`src/rtl/bist_pattern_driver.sv`:
```
// bist_pattern_driver
//   Built-in self-test driver for one combinational benchmark netlist.
//   A 16-bit Fibonacci LFSR drives pseudo-random patterns into the netlist
//   inputs. A 16-bit MISR compacts the netlist responses into a signature,
//   which is compared against GOLDEN_SIG when the run completes.
//
//   Optional build macro: BIST_STUCK_CHECK_EN
//     When it is defined, every output bit is also tracked for the whole run.
//     A bit that never toggles is flagged in stuck_mask, and any flagged bit
//     forces pass low. When it is undefined, stuck_mask is tied to zero.
//
// Ports
//   clk        : single clock
//   rst        : synchronous, active-high reset
//   start      : begin a run (only sampled in IDLE or DONE)
//   pat_out    : pattern to the netlist inputs (bit 0 = first input)
//   resp_in    : netlist outputs (bit 0 = first output)
//   busy       : high while patterns are being applied
//   done       : high in DONE until the next start is accepted
//   signature  : current MISR contents
//   pass       : valid while done=1
//   stuck_mask : per-output-bit "never toggled" flags (macro build only)
module bist_pattern_driver #(
    parameter int          N_IN        = 14,
    parameter int          N_OUT       = 8,
    parameter int          PATTERN_CNT = 256,
    parameter logic [15:0] LFSR_SEED   = 16'hACE1,
    parameter logic [15:0] GOLDEN_SIG  = 16'h0000
) (
    input  logic             clk,
    input  logic             rst,
    input  logic             start,
    output logic [N_IN-1:0]  pat_out,
    input  logic [N_OUT-1:0] resp_in,
    output logic             busy,
    output logic             done,
    output logic [15:0]      signature,
    output logic             pass,
    output logic [N_OUT-1:0] stuck_mask
);

    typedef enum logic [1:0] {IDLE, RUN, DONE} state_t;

    localparam logic [15:0] LAST = 16'(PATTERN_CNT - 1);

    state_t      state;
    logic [15:0] lfsr;
    logic [15:0] cnt;
    logic [15:0] lfsr_next;
    logic [15:0] sig_next;
    logic        stuck_ok;

    assign lfsr_next = {lfsr[14:0], lfsr[15] ^ lfsr[13] ^ lfsr[12] ^ lfsr[10]};
    assign sig_next  = {signature[14:0], signature[15] ^ signature[13] ^ signature[12] ^ signature[10]}
                       ^ 16'(resp_in);

`ifdef BIST_STUCK_CHECK_EN
    logic [N_OUT-1:0] first_val;
    logic [N_OUT-1:0] stuck_next;

    // The first sample of a run arms every bit.
    // A later sample that differs from the first one clears that bit.
    assign stuck_next = (cnt == 16'd0) ? {N_OUT{1'b1}} : (stuck_mask & ~(resp_in ^ first_val));
    assign stuck_ok   = (stuck_next == '0);

    always_ff @(posedge clk) begin
        if (rst) begin
            first_val  <= '0;
            stuck_mask <= '0;
        end else if (state != RUN && start) begin
            first_val  <= '0;
            stuck_mask <= '0;
        end else if (state == RUN) begin
            if (cnt == 16'd0) first_val <= resp_in;
            stuck_mask <= stuck_next;
        end
    end
`else
    assign stuck_mask = '0;
    assign stuck_ok   = 1'b1;
`endif

    always_ff @(posedge clk) begin
        if (rst) begin
            state     <= IDLE;
            pat_out   <= '0;
            busy      <= 1'b0;
            done      <= 1'b0;
            pass      <= 1'b0;
            signature <= '0;
            lfsr      <= LFSR_SEED;
            cnt       <= '0;
        end else begin
            case (state)
                IDLE, DONE: begin
                    if (start) begin
                        state     <= RUN;
                        lfsr      <= LFSR_SEED;
                        pat_out   <= LFSR_SEED[N_IN-1:0];
                        signature <= '0;
                        cnt       <= '0;
                        busy      <= 1'b1;
                        done      <= 1'b0;
                        pass      <= 1'b0;
                    end
                end
                RUN: begin
                    // The netlist is combinational, so resp_in is the response
                    // to the pat_out value held during this cycle.
                    signature <= sig_next;
                    lfsr      <= lfsr_next;
                    pat_out   <= lfsr_next[N_IN-1:0];
                    cnt       <= cnt + 16'd1;
                    if (cnt == LAST) begin
                        state <= DONE;
                        busy  <= 1'b0;
                        done  <= 1'b1;
                        pass  <= (sig_next == GOLDEN_SIG) && stuck_ok;
                    end
                end
                default: state <= IDLE;
            endcase
        end
    end

endmodule

```
`config.mk`:
```
export PLATFORM = sky130hd
export DESIGN_NAME = bist_pattern_driver
export DESIGN_NICKNAME = d
export VERILOG_FILES = /design/src/rtl/bist_pattern_driver.sv
export SDC_FILE = /design/constraint.sdc
export NUM_CORES = 1
export LEC_CHECK = 0
export CAP_MARGIN = 10
export CELL_PAD_IN_SITES_DETAIL_PLACEMENT = 0
export CELL_PAD_IN_SITES_GLOBAL_PLACEMENT = 1
export CORE_MARGIN = 2
export CORE_UTILIZATION = 34
export CTS_CLUSTER_DIAMETER = 40
export DETAILED_ROUTE_END_ITERATION = 8
export PLACE_DENSITY_LB_ADDON = 0.1
export SYNTH_ARGS = -nofsm -noshare
export SYNTH_HDL_FRONTEND = slang
export SYNTH_SLANG_ARGS = --single-unit
```
`constraint.sdc`:
```
create_clock -name clk -period 1.6 [get_ports clk]
set_clock_uncertainty 0.1 [all_clocks]
set_input_delay 0.32 -clock clk [delete_from_list [all_inputs] [get_ports clk]]
set_output_delay 0.32 -clock clk [all_outputs]
set_load 0.05 [all_outputs]
```
==> flow_summary_export.csv <==
group,metric,value,unit
detailed_routing,via_count,2373,
critical_path,reg2reg_depth,5,
detailed_routing,drt_iter0_drc,94,
logic_synthesis,yosys.area.top_type,"dfxtp_1",
job,maxCapViolCount,0,
logic_synthesis,ys_dominant_reg_cell,"dfxtp_1",
detailed_routing,drtPass1Iterations,4,
logic_synthesis,synth_top_cell_area_share,45.5,%
min_path,min_from,"rst",
placed_design,hpwl,4780,um
detailed_routing,avgViaCountPerCell,4.85,
min_path,hold_path.class,"in -> reg",
floorplan,design.die.area,8490,um2
global_routing,gr-total-overflow,0,
clocking,cts_htree_levels,3,
detailed_routing,drc_errors,0,
logic_synthesis,ys_top_cells_by_area,"dfxtp_1, a21oi_1, nand2_1, nor2_1, buf_4",
logic_synthesis,synth_edf_count,0,
layout,layout.nets,395,
floorplan,core_area,7650,um2
floorplan,die_width,92.2,um
clocking,clk_latency,330,ps
pwr,vdd_drop_max,720,uV
sta,report.final.slew_viol_count,0,
floorplan,die_h,92.2,um
global_routing,first_global_vias,2440,
logic_synthesis,yosys_warnings,0,
critical_path,path_class,"reg -> reg",
clocking,cts_buffer_depth,2,
logic_synthesis,syn_avg_cell_area,8.55,um2
clocking,root_buffer,"clkbuf_8",
clocking,ctsHoldBuffers,0,
critical_path,startpoint_type,"flip-flop",
detailed_routing,drt_wl_total,6770,um
layout,diodes,0,
logic_synthesis,syn-cell-area,2640,um2
sta,fin_tns_setup,0,ps
clocking,clkTransAtPathRegs,70,ps
detailed_routing,wire_per_inst,13.8,um
placed_design,port_buffers,43,
sta,finalSetupViolCount,0,
sta,max_clock_freq,640,MHz
status,outcome,"completed",
critical_path,r2r_start,"cnt[0]",
sta,fin_crit_sh,97.6,%
critical_path,r2r_slack,40,ps
layout,fillerInstances,747,
critical_path,cp.arrival,1720,ps
logic_synthesis,synth-seq-cells,60,
min_path,min_to,"cnt[0]",
clocking,cts_tree,"done",
logic_synthesis,yosysUniqueCellTypes,46,
layout,area_growth,52.1,%
critical_path,end_kind,"flip-flop",
detailed_routing,ant_nets,0,
global_routing,grt_max_degree,29,
logic_synthesis,synthCells,309,
floorplan,start_util,34.6,%
pwr,leakage,1.59,nW
layout,postLayoutCoreUtil,52.6,%
logic_synthesis,ys_seq_area_share,45.5,%
global_routing,grt_pass1_wl,11700,um
floorplan,pin_count,52,
pwr,p_per_area,967,nW/um2
layout,drive_above_1_share,30.7,%
critical_path,crit_fanout,4,
placed_design,gp_congestion,0.746,
clocking,cts_sinks,60,
sta,finalHoldViolations,0,
global_routing,antenna_found_initial,0,
critical_path,cp_data_required_time,1750,ps
clocking,numCtsBuffers,9,
logic_synthesis,synth-async-reset-ratio,0,%
floorplan,rows,32,
critical_path,r2r_end,"cnt[12]",
min_path,hold-path-cell-count,3,
global_routing,grt_use_total,17.2,%
sta,rsz0062_at_grt,"yes",
sta,period_minus_slack,1560,ps
[area by class of cell]
type                            instances  area (um2)  share of cell area (%)
Timing Repair Buffer                   91        1150                    28.6
Clock inverter                          4        72.6                    1.81
Multi-Input combinational cell        220        1310                    32.6
Tap cell                              102         128                    3.18
Clock buffer                           11         151                    3.77
Inverter                                1        3.75                  0.0934
Sequential cell                        60        1210                    30.0
[layer usage]
layer	GRT usage [%]	part of all wire, %	up-vias
met4	5.60	1.4	0
met5	0	0	-
met2	28.3	48	32
li1	-	-	1206
met1	22.2	48	1127
met3	4.11	2.6	8
[placed cells by master (no fill, tap or decap), drive strengths merged, types with 2 or more instances in the layout]
cell type	instances
nand3	10
nand4b	4
nand2b	4
a21oi	35
nor4	3
nand4	5
mux2	3
nor4bb	2
nor2b	2
nor3	7
or4	2
buf	82
bufinv	2
a31oi	2
or3	2
dfxtp	60
xor2	6
conb	8
nand2	44
nor2	34
a22oi	13
o21ai	4
clkbuf	11
clkdlybuf4s50	9
xnor2	6
a311oi	3
and4	2
and3	2
a31o	2
o211ai	3
[cells by family after synthesis]
group                      after synthesis  share of synthesized area, %
DFF                                     60                          45.5
other                                    1                         0.142
muxes                                    4                          1.66
adders and majority gates                1                         0.473
AOI/OAI and AO/OA                       67                          15.7
buffers and inverters                   36                          7.86
and+or+nand+nor                        127                          23.9
xor gates and xnor gates                13                          4.83
[through the flow]
stage | total power, mW | hold WS [ps] | area (um2) | std cells | worst slack (ps)
floorplan | 2.05 | 341 | 2690 | 316 | -41.9
global placement | 2.38 | 349 | 3720 | 470 | -118
detailed placement | 2.38 | 357 | 3720 | 470 | -147
CTS | 3.92 | 353 | 3970 | 487 | 3.18
global route | 4.03 | 355 | 4020 | 489 | -32.9
finish | 3.89 | 357 | 4020 | 489 | 38.6
[sequential cells by signal (all words and copies together) (netlist names)]
signal,cells
cnt,16
signature,16
pat_out,14
lfsr,9
state,2
busy,1
done,1
pass,1
[where the power goes]
| part | total [mW] | leakage (nW) | internal (mW) | switching (mW) |
|---|---|---|---|---|
| clock | 1.54 | 0.111 | 0.951 | 0.590 |
| sequential | 1.62 | 0.491 | 1.56 | 0.0654 |
| combinational | 0.727 | 0.989 | 0.323 | 0.404 |
| total | 3.89 | 1.59 | 2.83 | 1.06 |
[synthesized netlist by cell type, drive strengths merged, types with 4 or more instances]
master  instances
buf            23
dfxtp          60
xnor2           6
nand2          44
nor2           34
a21oi          35
nand4b          4
nand3          10
o21ai           4
clkbuf         12
nor3            7
a22oi          13
xor2            6
nand2b          4
nand4           5
[worst max-delay path, cell delays in order, from the launching register on]
cell and delay (ps):
dfxtp_2 350, ha_4 140, and4_4 250, nand3_4 80, or4_1 400, a31oi_1 150
[worst max-delay path by stage]
stage,start,cells past startpoint,to,slack (ps)
after floorplan,cnt[1],6,cnt[12],-40
after global placement,start,6,lfsr[13],-120
after detailed placement,start,6,cnt[6],-150
after CTS,cnt[0],5,cnt[12],3
after global routing,cnt[0],5,cnt[12],-30
final,cnt[0],5,cnt[12],40
[what timing repair did]
action                                  CTS  global route
buffers inserted                          2             2
hold endpoints to repair                  0             0
resized for setup                         2             9
pin swaps                                 4             3
endpoints found under the setup margin    5            18
No activity file was read; power rests on OpenSTA's default activity.
